[config.mk]
export PLATFORM = sky130hd
export DESIGN_NAME = alarm_trigger_flat
export DESIGN_NICKNAME = d
export VERILOG_FILES = /design/src/rtl/alarm_trigger_if.sv /design/src/rtl/alarm_trigger.sv /design/src/flat_wrapper.sv
export SDC_FILE = /design/constraint.sdc
export NUM_CORES = 1
export LEC_CHECK = 0
export CORE_ASPECT_RATIO = 0.7
export CORE_MARGIN = 2
export CORE_UTILIZATION = 46
export CTS_CLUSTER_SIZE = 20
export DETAILED_ROUTE_END_ITERATION = 8
export GPL_TIMING_DRIVEN = 0
export PLACE_DENSITY = 0.8
export REMOVE_ABC_BUFFERS = 1
export SETUP_SLACK_MARGIN = 0.05
export SLEW_MARGIN = 20
export SYNTH_ARGS = -nofsm -noshare
export SYNTH_HDL_FRONTEND = slang
export SYNTH_SLANG_ARGS = --single-unit
[constraint.sdc]
create_clock -name clk -period 2.8 [get_ports clk]
set_clock_uncertainty 0.15 [all_clocks]
set_input_delay 0.84 -clock clk [delete_from_list [all_inputs] [get_ports clk]]
set_output_delay 0.84 -clock clk [all_outputs]
set_load 0.02 [all_outputs]
[src/rtl/alarm_trigger_if.sv]
// -----------------------------------------------------------------------------
// alarm_trigger_if
//   Bundles the alarm-decision signals between the time/alarm sources and
//   the alarm_trigger block.
//
//   alarmData  [15:0] stored alarm time, BCD HH:MM
//   timeData   [15:0] current time, BCD HH:MM
//   secTick           one-cycle pulse once per second
//   alarmEn           alarm armed
//   stopBtn           stop request (debounced level)
//   snoozeBtn         snooze request (debounced level)
//   ring              alarm sounding
//   snoozing          snooze in progress
//   snoozeCnt  [2:0]  snoozes used in the current alarm event
//
//   master: the side that supplies time and buttons and consumes ring state.
//   slave : the alarm_trigger block itself.
// -----------------------------------------------------------------------------
interface alarm_trigger_if;
  logic [15:0] alarmData;
  logic [15:0] timeData;
  logic        secTick;
  logic        alarmEn;
  logic        stopBtn;
  logic        snoozeBtn;
  logic        ring;
  logic        snoozing;
  logic [2:0]  snoozeCnt;

  modport master (
    output alarmData, timeData, secTick, alarmEn, stopBtn, snoozeBtn,
    input  ring, snoozing, snoozeCnt
  );

  modport slave (
    input  alarmData, timeData, secTick, alarmEn, stopBtn, snoozeBtn,
    output ring, snoozing, snoozeCnt
  );
endinterface

[src/rtl/alarm_trigger.sv]
// -----------------------------------------------------------------------------
// alarm_trigger
//   Decides when the alarm sounds. A rising edge of (alarmEn && time==alarm)
//   starts ringing; the ring silences itself after RING_SEC seconds, can be
//   stopped, or snoozed up to MAX_SNOOZE times for SNOOZE_SEC seconds each.
//
//   clk    system clock
//   rst_n  asynchronous active-low reset
//   bus    alarm_trigger_if.slave (time/alarm inputs, buttons, ring outputs)
//
//   Outputs ring, snoozing and snoozeCnt are all registered.
// -----------------------------------------------------------------------------
module alarm_trigger #(
  parameter int RING_SEC   = 60,   // 1..1023
  parameter int SNOOZE_SEC = 300,  // 1..1023
  parameter int MAX_SNOOZE = 3     // 0..7
) (
  input  logic          clk,
  input  logic          rst_n,
  alarm_trigger_if.slave bus
);

  typedef enum logic [1:0] {
    IDLE    = 2'd0,
    RINGING = 2'd1,
    SNOOZE  = 2'd2
  } state_t;

  localparam logic [9:0] RING_LOAD   = 10'(RING_SEC);
  localparam logic [9:0] SNOOZE_LOAD = 10'(SNOOZE_SEC);
  localparam logic [2:0] SNOOZE_MAX  = 3'(MAX_SNOOZE);

  state_t     state_q, state_d;
  logic [9:0] timer_q, timer_d;
  logic [2:0] cnt_q,   cnt_d;
  logic       match_prev_q;
  logic       ring_q, snoozing_q;

  logic match;
  logic trigger;

  // Full 16-bit compare: a persisting match triggers only on its first cycle,
  // so the alarm fires once per minute, and loading an alarm equal to the
  // current time still produces an edge.
  assign match   = bus.alarmEn && (bus.timeData == bus.alarmData);
  assign trigger = match && !match_prev_q;

  // ---------------------------------------------------------------------------
  // Next-state / timer / snooze-count logic, in priority order.
  // ---------------------------------------------------------------------------
  always_comb begin
    // NOTE: every variable gets a default first, so no path can leave one
    // unassigned and infer a latch.
    state_d = state_q;
    timer_d = timer_q;
    cnt_d   = cnt_q;

    if (!bus.alarmEn) begin
      state_d = IDLE;
      cnt_d   = 3'd0;
    end else if (bus.stopBtn && (state_q != IDLE)) begin
      state_d = IDLE;
      cnt_d   = 3'd0;
    end else if (bus.snoozeBtn && (state_q == RINGING) && (cnt_q < SNOOZE_MAX)) begin
      state_d = SNOOZE;
      timer_d = SNOOZE_LOAD;
      cnt_d   = cnt_q + 3'd1;
    end else if (bus.secTick && (state_q != IDLE)) begin
      // The last tick causes the transition instead of a decrement, so the
      // timer never reaches zero while it is in use.
      if (timer_q == 10'd1) begin
        if (state_q == RINGING) begin
          state_d = IDLE;
          cnt_d   = 3'd0;
        end else begin
          state_d = RINGING;
          timer_d = RING_LOAD;
        end
      end else if (timer_q >= 10'd2) begin
        timer_d = timer_q - 10'd1;
      end
    end else if ((state_q == IDLE) && trigger) begin
      state_d = RINGING;
      timer_d = RING_LOAD;
      cnt_d   = 3'd0;
    end
  end

  // ---------------------------------------------------------------------------
  // State, counters and registered outputs.
  // ---------------------------------------------------------------------------
  // NOTE: sequential state uses non-blocking assignments so every register
  // samples pre-edge values regardless of statement order.
  always_ff @(posedge clk or negedge rst_n) begin
    if (!rst_n) begin
      state_q      <= IDLE;
      timer_q      <= 10'd0;
      cnt_q        <= 3'd0;
      match_prev_q <= 1'b0;
      ring_q       <= 1'b0;
      snoozing_q   <= 1'b0;
    end else begin
      state_q      <= state_d;
      timer_q      <= timer_d;
      cnt_q        <= cnt_d;
      match_prev_q <= match;
      // Outputs are decoded from the next state and registered, so they
      // change on the same edge as the state and are glitch-free.
      ring_q       <= (state_d == RINGING);
      snoozing_q   <= (state_d == SNOOZE);
    end
  end

  assign bus.ring      = ring_q;
  assign bus.snoozing  = snoozing_q;
  assign bus.snoozeCnt = cnt_q;

endmodule

[src/flat_wrapper.sv]
// flat-port wrapper written by rule: the top's interface ports become plain ports
module alarm_trigger_flat 
#(
  parameter int RING_SEC   = 60,             
  parameter int SNOOZE_SEC = 300,            
  parameter int MAX_SNOOZE = 3            
)
  (clk, rst_n, bus_alarmData, bus_timeData, bus_secTick, bus_alarmEn, bus_stopBtn, bus_snoozeBtn, bus_ring, bus_snoozing, bus_snoozeCnt);
  alarm_trigger_if bus_i ();
  input  logic clk;
  input  logic rst_n;
  input wire logic [$bits(bus_i.alarmData)-1:0] bus_alarmData;
  input wire logic [$bits(bus_i.timeData)-1:0] bus_timeData;
  input wire logic [$bits(bus_i.secTick)-1:0] bus_secTick;
  input wire logic [$bits(bus_i.alarmEn)-1:0] bus_alarmEn;
  input wire logic [$bits(bus_i.stopBtn)-1:0] bus_stopBtn;
  input wire logic [$bits(bus_i.snoozeBtn)-1:0] bus_snoozeBtn;
  output wire logic [$bits(bus_i.ring)-1:0] bus_ring;
  output wire logic [$bits(bus_i.snoozing)-1:0] bus_snoozing;
  output wire logic [$bits(bus_i.snoozeCnt)-1:0] bus_snoozeCnt;
  assign bus_i.alarmData = bus_alarmData;
  assign bus_i.timeData = bus_timeData;
  assign bus_i.secTick = bus_secTick;
  assign bus_i.alarmEn = bus_alarmEn;
  assign bus_i.stopBtn = bus_stopBtn;
  assign bus_i.snoozeBtn = bus_snoozeBtn;
  assign bus_ring = bus_i.ring;
  assign bus_snoozing = bus_i.snoozing;
  assign bus_snoozeCnt = bus_i.snoozeCnt;
  alarm_trigger #(.RING_SEC(RING_SEC), .SNOOZE_SEC(SNOOZE_SEC), .MAX_SNOOZE(MAX_SNOOZE)) u_core (.clk(clk), .rst_n(rst_n), .bus(bus_i));
endmodule
# ---- Word level (Yosys, flattened, before mapping)
# Index checks and enable logic that the tools add are counted.
dict set report op_classes {
  addsub 2
  n_lt_le_gt_ge 2
  eq_ne 10
  mux 20
  bitwise 1
  reduce_logical 13
}
# cell count
set op_table {}
lappend op_table {{10-bit 2-to-1 mux} 6}
lappend op_table {{3-bit 2-to-1 mux} 7}
lappend op_table {{16-bit == test} 1}
lappend op_table {{2-bit 2-to-1 mux} 6}
lappend op_table {{10-bit by 1-bit == test with 1-bit output, second input constant} 1}
lappend op_table {{10-bit by 2-bit >= comparator with 1-bit output, second input constant} 1}
lappend op_table {{5-bit by 3-bit != test with 1-bit output, second input constant} 2}
lappend op_table {{10-bit by 1-bit subtractor with 10-bit output, second input constant} 1}
lappend op_table {{4-bit by 3-bit != test with 1-bit output, second input constant} 2}
lappend op_table {{1-bit logical AND} 7}
lappend op_table {{5-bit by 1-bit != test with 1-bit output, second input constant} 1}
lappend op_table {{5-bit AND reduction} 1}
lappend op_table {{2-bit by 1-bit == test with 1-bit output, second input constant} 2}
lappend op_table {{3-bit by 1-bit adder with 3-bit output, second input constant} 1}
lappend op_table {{3-bit by 2-bit less-than comparator with 1-bit output, second input constant} 1}
lappend op_table {{3-bit AND reduction} 1}
lappend op_table {{3-bit nonzero test} 1}
lappend op_table {{2-bit == test, second input constant} 1}
lappend op_table {{2-bit logical NOT} 1}
lappend op_table {{2-bit nonzero test} 1}
lappend op_table {{1-bit logical NOT} 1}
lappend op_table {{1-bit 2-to-1 mux} 1}
lappend op_table {{1-bit NOT} 1}
dict set report word_totals {
  ff_bits 18
  inputBits 38
  output_inout_bits 5
  wordCells 54
}

# ---- Depth between registers and ports, before layout
# Gate-level depths: netlist (run 1).
dict set report logic_depth {
  ltp_word 10
  mapped_depth 8
  ltp_nobuf 8
}

# ---- Worst setup path after synthesis (run 1)
# No wires, ideal clock.
dict set report synth_path {
  path_kind {input port to flip-flop}
  startpoint {input port bus_alarmData[7]}
  endpoint {register u_core.timer_q[8]}
  setup_time_ns 0.124
  arrival_ns 2.232
  required_time_ns 2.526
  slack_ns 0.294
  path_stages 6
  path_buffers 0
  path_cell_list {xnor2_2 o221ai_2 or4_4 o21ai_4 nand2_4 a211o_1}
}
dict set report synth_between {
  elab_chain_len 6
}
# element line
set synth_lines {}
lappend synth_lines {{from (decl)} flat_wrapper.sv:12} ;# input wire logic [$bits(bus_i.alarmData)-1:0] bus_alarmData;
lappend synth_lines {{16-bit == test} alarm_trigger.sv:45} ;# assign match = bus.alarmEn && (bus.timeData == bus.alarmData);
lappend synth_lines {{1-bit logical AND} alarm_trigger.sv:45}
lappend synth_lines {{1-bit logical AND} alarm_trigger.sv:46} ;# assign trigger = match && !match_prev_q;
lappend synth_lines {{1-bit logical AND} alarm_trigger.sv:82} ;# end else if ((state_q == IDLE) && trigger) begin
lappend synth_lines {{3-bit nonzero test (no source line)} --}
lappend synth_lines {{5-bit AND reduction (no source line)} --}
lappend synth_lines {{to (signal assigned)} alarm_trigger.sv:104} ;# timer_q <= timer_d;
lappend synth_lines {{to (decl)} alarm_trigger.sv:34} ;# logic [9:0] timer_q, timer_d;
# Every way passes these cells.
# A chain may end at the register's enable or synchronous reset.

# ---- Final worst setup path (run 1)
dict set report layout_path {
  startpoint {input port bus_timeData[4]}
  endpoint {register u_core.timer_q[8]}
}
dict set report layout_between {
  elab_chain_len 6
}
# element line
set layout_lines {}
lappend layout_lines {{from (decl)} flat_wrapper.sv:13} ;# input wire logic [$bits(bus_i.timeData)-1:0] bus_timeData;
lappend layout_lines {{16-bit == test} alarm_trigger.sv:45}
lappend layout_lines {{1-bit logical AND} alarm_trigger.sv:45}
lappend layout_lines {{1-bit logical AND} alarm_trigger.sv:46}
lappend layout_lines {{1-bit logical AND} alarm_trigger.sv:82}
lappend layout_lines {{3-bit nonzero test (no source line)} --}
lappend layout_lines {{5-bit AND reduction (no source line)} --}
# Every way passes these cells.

==> reports/qor.csv, run 1 <==
stage,metric,value,unit
outcome,status,finished clean,
placement,Post-DP HPWL,2820,microns
timing,RSZ-0062 raised after global routing,no,
clock_tree,hold_buf cts,0,
die,die width,68.1,microns
logic_synthesis,"Top FF cell, synth",dfrtp_1,
timing,max-slew violation count,0,
drt,Final ANT Viol Nets,0,
pwr,PwrDens,364,mW/mm^2
cells_and_area,fill count,207,
worst_hold_path,Worst Hold Class,reg2reg,
timing,Slew @ Worst Pin,0.769,ns
timing,Final Hold Viols,0,
logic_synthesis,Cells after Synth,150,
clock_tree,clk buf depth,2,
flow_run,max-cap violation count,0,
timing,endpoints failing setup,0,
placement,global placement routability congestion,0.858,
placement,placed cell area,0.00178,sq mm
clock_tree,Clock transition at path regs,0.06,ns
global_route,first-pass GRT wire length,6360,microns
global_route,initial antenna violation count,0,
clock_tree,CTS H-tree lvls,1,
worst_setup_path,Critical Path Start Type,input pin,
drt,DRT met1 WL,1700,microns
placement,I/O Buffers,42,
worst_setup_path,endpoint class of the critical path,flop,
timing,Max Clk Rate,365,MHz
die,Core Rows,16,
worst_setup_path,WP data required,2.79,ns
die,Placeable Area,0.00276,sq mm
worst_setup_path,crit path cell chain,"clkdlybuf4s50_1, nand2b_4, o2111ai_2, or4_4, o21ai_4, nand2_4, a211o_1",
worst_setup_path,critical path class,in2reg,
worst_setup_path,Crit path max-delay family,simple AND/OR/NAND/NOR gates,
global_route,Tot GR Track Use,25.2,%
worst_setup_path,slowest cell on the critical path,or4_4,
worst_setup_path,Worst path max stage delay,0.56,ns
cells_and_area,# diodes,0,
drt,DRC viols,0,
timing,final critical-path required period,2.74,ns
timing,final worst-path cycle share,97.8,%
logic_synthesis,Synth Warn #,0,
drt,routed length per instance,15.8,microns
logic_synthesis,asr flop ratio synth,100,%
placement,"worst slack, placed",-0.439,ns
global_route,vias in the first global route,1349,
logic_synthesis,Synth area leaders,"dfrtp_1 34%, xnor2_1 6.0%, nand2_1 4.3%",
die,Die Ht,48.9,microns
logic_synthesis,unique cell type count in the Yosys netlist,48,
drt,Routed Wire Length,3720,microns
worst_setup_path,WP data arrival,2.73,ns
drt,Iter 0 DRT Violations,99,
die,I/O pin cnt,43,
drt,DR vias/cell,5.69,
clock_tree,Inserted Clock Buffers,3,
cells_and_area,fin nets,243,
cells_and_area,ratio of cells with drive above 1 in the final layout,14.0,%
cells_and_area,"Design Area, Final",0.00194,sq mm
logic_synthesis,Yosys top cell area share,34.1,%
drt,met2 routed WL,1790,microns
logic_synthesis,"top cells by count, synth","18 x dfrtp_1, 15 x nand2_1, 10 x nor2_1, 9 x inv_1, 9 x xnor2_1",
die,Die ar.,0.00333,sq mm
cells_and_area,P&R area growth vs syn,46.5,%
clock_tree,CTS Sinks,18,
drt,Via Count,1344,
clock_tree,CTS root buffer,clkbuf_8,
worst_setup_path,CP Buf/Inv Count,1,
die,Starting Density,47.9,%
drt,top layer reached by signal wires,met4,
drt,met3 wire len,206,microns
logic_synthesis,"EDFF count, synth",0,
pwr,Leak Pwr,0.000858,uW
timing,Min Hold Slack,0.377,ns
logic_synthesis,"Cell Area, Synth",0.00132,sq mm
timing,Worst slew margin,48.6,%
logic_synthesis,"count leader, synth",dfrtp_1,
logic_synthesis,sequential share of the synthesized area,34.1,%
worst_setup_path,crit path max fanout,5,
clock_tree,CTS tree,yes,
pwr,Max VDD drop,0.238,mV
drt,DRT Pass-1 Iters,4,
logic_synthesis,Mean Syn Cell Area,8.82,sq um
logic_synthesis,register bit total from synthesis,18,
clock_tree,Clock Latency Late Sink,0.25,ns
timing,Final WS setup,0.0630,ns
global_route,largest net degree at the start of global routing,19,
global_route,total grt overflow,0,
logic_synthesis,Yosys top cell by area,dfrtp_1,
kinds of logic (layout without fill, tap and decap cells):
logic type	count (synthesis)	after routing	synth area share, %
buffers and inverters	12	62	3.50
adder cells (fa/ha/maj)	4	4	3.78
AND/OR/NAND/NOR	62	62	25.9
AO/OA/AOI/OAI	42	42	24.2
flip-flops	18	18	34.1
XOR/XNOR	12	12	8.52
final timing paths:
check,start,end,slack [ns],cells after the start
min reg2reg,u_core.timer_q[9],u_core.timer_q[9],0.38,1
min in group asynchronous,rst_n,u_core.timer_q[5],0.89,1
max reg2reg,u_core.timer_q[2],u_core.bus.snoozeCnt[1],0.34,6
max in group asynchronous,rst_n,u_core.bus.snoozeCnt[2],1.14,1
max,bus_timeData[4],u_core.timer_q[8],0.06,7
min,u_core.timer_q[9],u_core.timer_q[9],0.38,1
what timing repair did:
action                     CTS  global route
gates resized for setup      6             9
setup endpoints to repair   10            10
buffers inserted             4             3
pin swaps                    5             9
placed cells by master, fill, tap and decap left out, types with 9 or more instances in the layout:
cell type,n
xnor2_1,9
inv_1,9
dfrtp_1,18
nor2_1,10
clkdlybuf4s50_1,35
nand2_1,15
routing by layer:
| layer | global-route usage (%) | vias to the layer above |
|---|---|---|
| li1 | - | 662 |
| met1 | 35.7 | 639 |
| met2 | 39.2 | 38 |
| met3 | 5.54 | 5 |
| met4 | 6.00 | 0 |
| met5 | 0 | - |
power by group:
part,switching [uW],internal [uW],total (uW)
Sequential,24.9,277,302
Clock,83.8,125,209
Combinational,93.0,101,194
flip-flops by register name, indices dropped and copies added, names as in the netlist:
signal and count:
u_core.bus.snoozing 1, u_core.bus.snoozeCnt 3, u_core.state_q 2, u_core.timer_q 10, u_core.bus.ring 1, u_core.match_prev_q 1
metrics by stage:
step | power (uW) | util, % | std cells | TNS (ns)
CTS | 705 | 68.2 | 233 | 0
floorplan | 398 | - | 147 | 0
global route | 743 | 70.1 | 236 | 0
global placement | 478 | 64.3 | 225 | -2.85
finish | 705 | 70.1 | 236 | 0
detailed placement | 489 | 64.3 | 225 | -3.71
worst reg2reg max path, stage by stage, from the launching register on:
cell and delay (ns):
dfrtp_1 0.46, nor4_1 0.62, and3_2 0.39, a211oi_1 0.06, o21ai_0 0.33, a21boi_0 0.16, o21a_1 0.19
layout make-up:
cell class / instances / area (sq um) / share of cell area, %
Clock buffer: 4 / 55.1 / 2.84
Inverter: 9 / 33.8 / 1.74
Multi-Input combinational cell: 120 / 862 / 44.5
Sequential cell: 18 / 450 / 23.3
Tap cell: 36 / 45.0 / 2.33
Timing Repair Buffer: 49 / 490 / 25.3
No activity file was read; power rests on OpenSTA's default activity.
==> inputs of run 2 (changes only) <==
CTS_BUF_LIST = sky130_fd_sc_hd__clkbuf_16   (was unset)
SKIP_CTS_REPAIR_TIMING = 1   (was unset)
==> reports/qor.csv, run 2 (same netlist as run 1, synthesis figures left out) <==
stage,metric,value,unit,change
outcome,status,finished clean,,
cells_and_area,Reg with most FFs,u_core.timer_q,,
cells_and_area,"Design Area, Final",0.00201,sq mm,+3.9%
worst_setup_path,Critical Path Start Type,input pin,,
worst_setup_path,R2R Path Start,u_core.timer_q[2],,
global_route,initial antenna violation count,0,,unchanged
timing,max-slew violation count,0,,unchanged
clock_tree,Inserted Clock Buffers,3,,unchanged
worst_setup_path,Worst path max stage delay,0.48,ns,-0.08 ns
cells_and_area,area of the multi-input gates,870,sq um,+0.87%
clock_tree,clk buf depth,2,,unchanged
worst_setup_path,internal reg-to-reg setup slack,0.30,ns,-0.04 ns
timing,endpoints failing setup,0,,unchanged
worst_setup_path,crit path to,u_core.timer_q[8],,
worst_setup_path,R2R cell count,6,,unchanged
die,Starting Density,47.9,%,unchanged
drt,Via Count,1417,,+5.4%
global_route,vias in the first global route,1366,,+1.3%
drt,DR vias/cell,6.00,,+5.4%
timing,final worst-path cycle share,97.2,%,-0.58 points
pwr,Power Total,787,uW,+12%
timing,final critical-path required period,2.72,ns,-0.0163 ns
worst_hold_path,Worst Hold Class,reg2reg,,
timing,Min Hold Slack,0.363,ns,-0.0145 ns
drt,Routed Wire Length,4220,microns,+14%
pwr,PwrDens,391,mW/mm^2,+7.4%
worst_setup_path,Critical Path Source,bus_alarmData[15],,
die,die width,68.1,microns,unchanged
clock_tree,Clock transition at path regs,0.05,ns,about the same
worst_setup_path,crit path max fanout,7,,+2
flow_run,max-cap violation count,0,,unchanged
pwr,Max VDD drop,0.332,mV,+40%
worst_setup_path,WP data required,2.79,ns,about the same
die,Placeable Area,0.00276,sq mm,unchanged
placement,global placement routability congestion,0.858,,unchanged
cells_and_area,"most common cell after layout, fill and taps aside",dlymetal6s2s_1,,
clock_tree,Clock Latency Late Sink,0.25,ns,about the same
timing,Final Hold Viols,0,,unchanged
cells_and_area,most frequent cells in the layout,"25 x dlymetal6s2s_1, 18 x dfrtp_1, 17 x clkdlybuf4s50_1",,
placement,I/O Buffers,42,,unchanged
cells_and_area,P&R area growth vs syn,52.2,%,
worst_setup_path,critical path class,in2reg,,
worst_setup_path,reg-to-reg endpoint,u_core.bus.snoozeCnt[1],,
placement,placed cell area,0.00178,sq mm,unchanged
timing,Worst slew margin,48.1,%,-0.51 points
cells_and_area,fin nets,243,,unchanged
die,I/O pin cnt,43,,unchanged
worst_setup_path,crit path cell chain,"clkdlybuf4s50_1, xnor2_1, nand4_1, or4_4, o21ai_4, nand2_4, a211o_1",,
placement,"worst slack, placed",-0.439,ns,unchanged
global_route,total grt overflow,0,,unchanged
drt,DRT Pass-1 Iters,4,,unchanged
global_route,Tot GR Track Use,25.8,%,+0.60 points
die,Core Rows,16,,unchanged
global_route,largest net degree at the start of global routing,19,,unchanged
cells_and_area,ratio of cells with drive above 1 in the final layout,14.0,%,unchanged
clock_tree,CTS root buffer,clkbuf_16,,
global_route,first-pass GRT wire length,6420,microns,+0.97%
drt,Final ANT Viol Nets,0,,unchanged
clock_tree,CTS H-tree lvls,1,,unchanged
cells_and_area,register area,450,sq um,unchanged
cells_and_area,fill count,195,,-5.8%
clock_tree,CTS Sinks,18,,unchanged
drt,routed length per instance,17.9,microns,+14%
drt,DRC viols,0,,unchanged
worst_setup_path,WP data arrival,2.71,ns,-0.02 ns
placement,Post-DP HPWL,2820,microns,unchanged
timing,Slew @ Worst Pin,0.777,ns,+0.00757 ns
die,Die ar.,0.00333,sq mm,unchanged
drt,Iter 0 DRT Violations,146,,+47%
cells_and_area,# diodes,0,,unchanged
cells_and_area,Largest register FFs,10,,unchanged
timing,Max Clk Rate,368,MHz,+0.60%
timing,Final WS setup,0.0793,ns,+0.0163 ns
die,Die Ht,48.9,microns,unchanged
worst_setup_path,slowest cell on the critical path,clkdlybuf4s50_1,,
clock_tree,CTS tree,yes,,
worst_setup_path,endpoint class of the critical path,flop,,
pwr,Leak Pwr,0.00105,uW,+22%
-- run 2: power breakdown --
group	internal (uW)	switching, uW	leakage, uW
sequential	278	24.5	0.000245
clock	190	99.4	0.0000385
combinational	98.3	96.8	0.000762
-- run 2: critical path, delay by kind of cell --
kind | cells | cell delay (ns)
buf+inv | 1 | 0.48
xor+xnor | 1 | 0.12
simple gates | 3 | 0.71
compound gates | 2 | 0.54
-- run 2: routing by layer --
layer,share of wire [%],vias up,global-route usage [%]
li1,-,656,-
met1,40,664,34.6
met2,50,82,40.8
met3,8.3,15,7.39
met4,1.5,0,6.67
met5,0,-,0
-- run 2: layout make-up --
cell class | count | share of cell area (%)
multi-input combinational | 120 | 43.2
tap | 36 | 2.24
sequential | 18 | 22.4
inverter | 9 | 1.68
clock inverter | 1 | 0.186
clock buffer | 3 | 3.73
timing repair buffer | 49 | 26.6
-- run 2: worst min path at each step --
stage	from	slack, ns	endpoint	depth (start not counted)
after global placement	u_core.timer_q[9]	0.34	u_core.timer_q[9]	1
final	u_core.timer_q[9]	0.36	u_core.timer_q[9]	1
after global routing	u_core.bus.snoozeCnt[0]	0.42	u_core.bus.snoozeCnt[0]	1
after detailed placement	u_core.timer_q[9]	0.37	u_core.timer_q[9]	1
after CTS	u_core.timer_q[9]	0.38	u_core.timer_q[9]	1
after floorplan	u_core.timer_q[9]	0.31	u_core.timer_q[9]	1
-- run 2: metrics by stage --
stage	utilization [%]	cells	TNS, ns
5_1_grt	72.9	236	-0.00366
2_1_floorplan	-	147	0
4_1_cts	67.1	229	-0.608
6_report	72.9	236	0
3_3_place_gp	64.3	225	-2.85
3_5_place_dp	64.3	225	-3.71
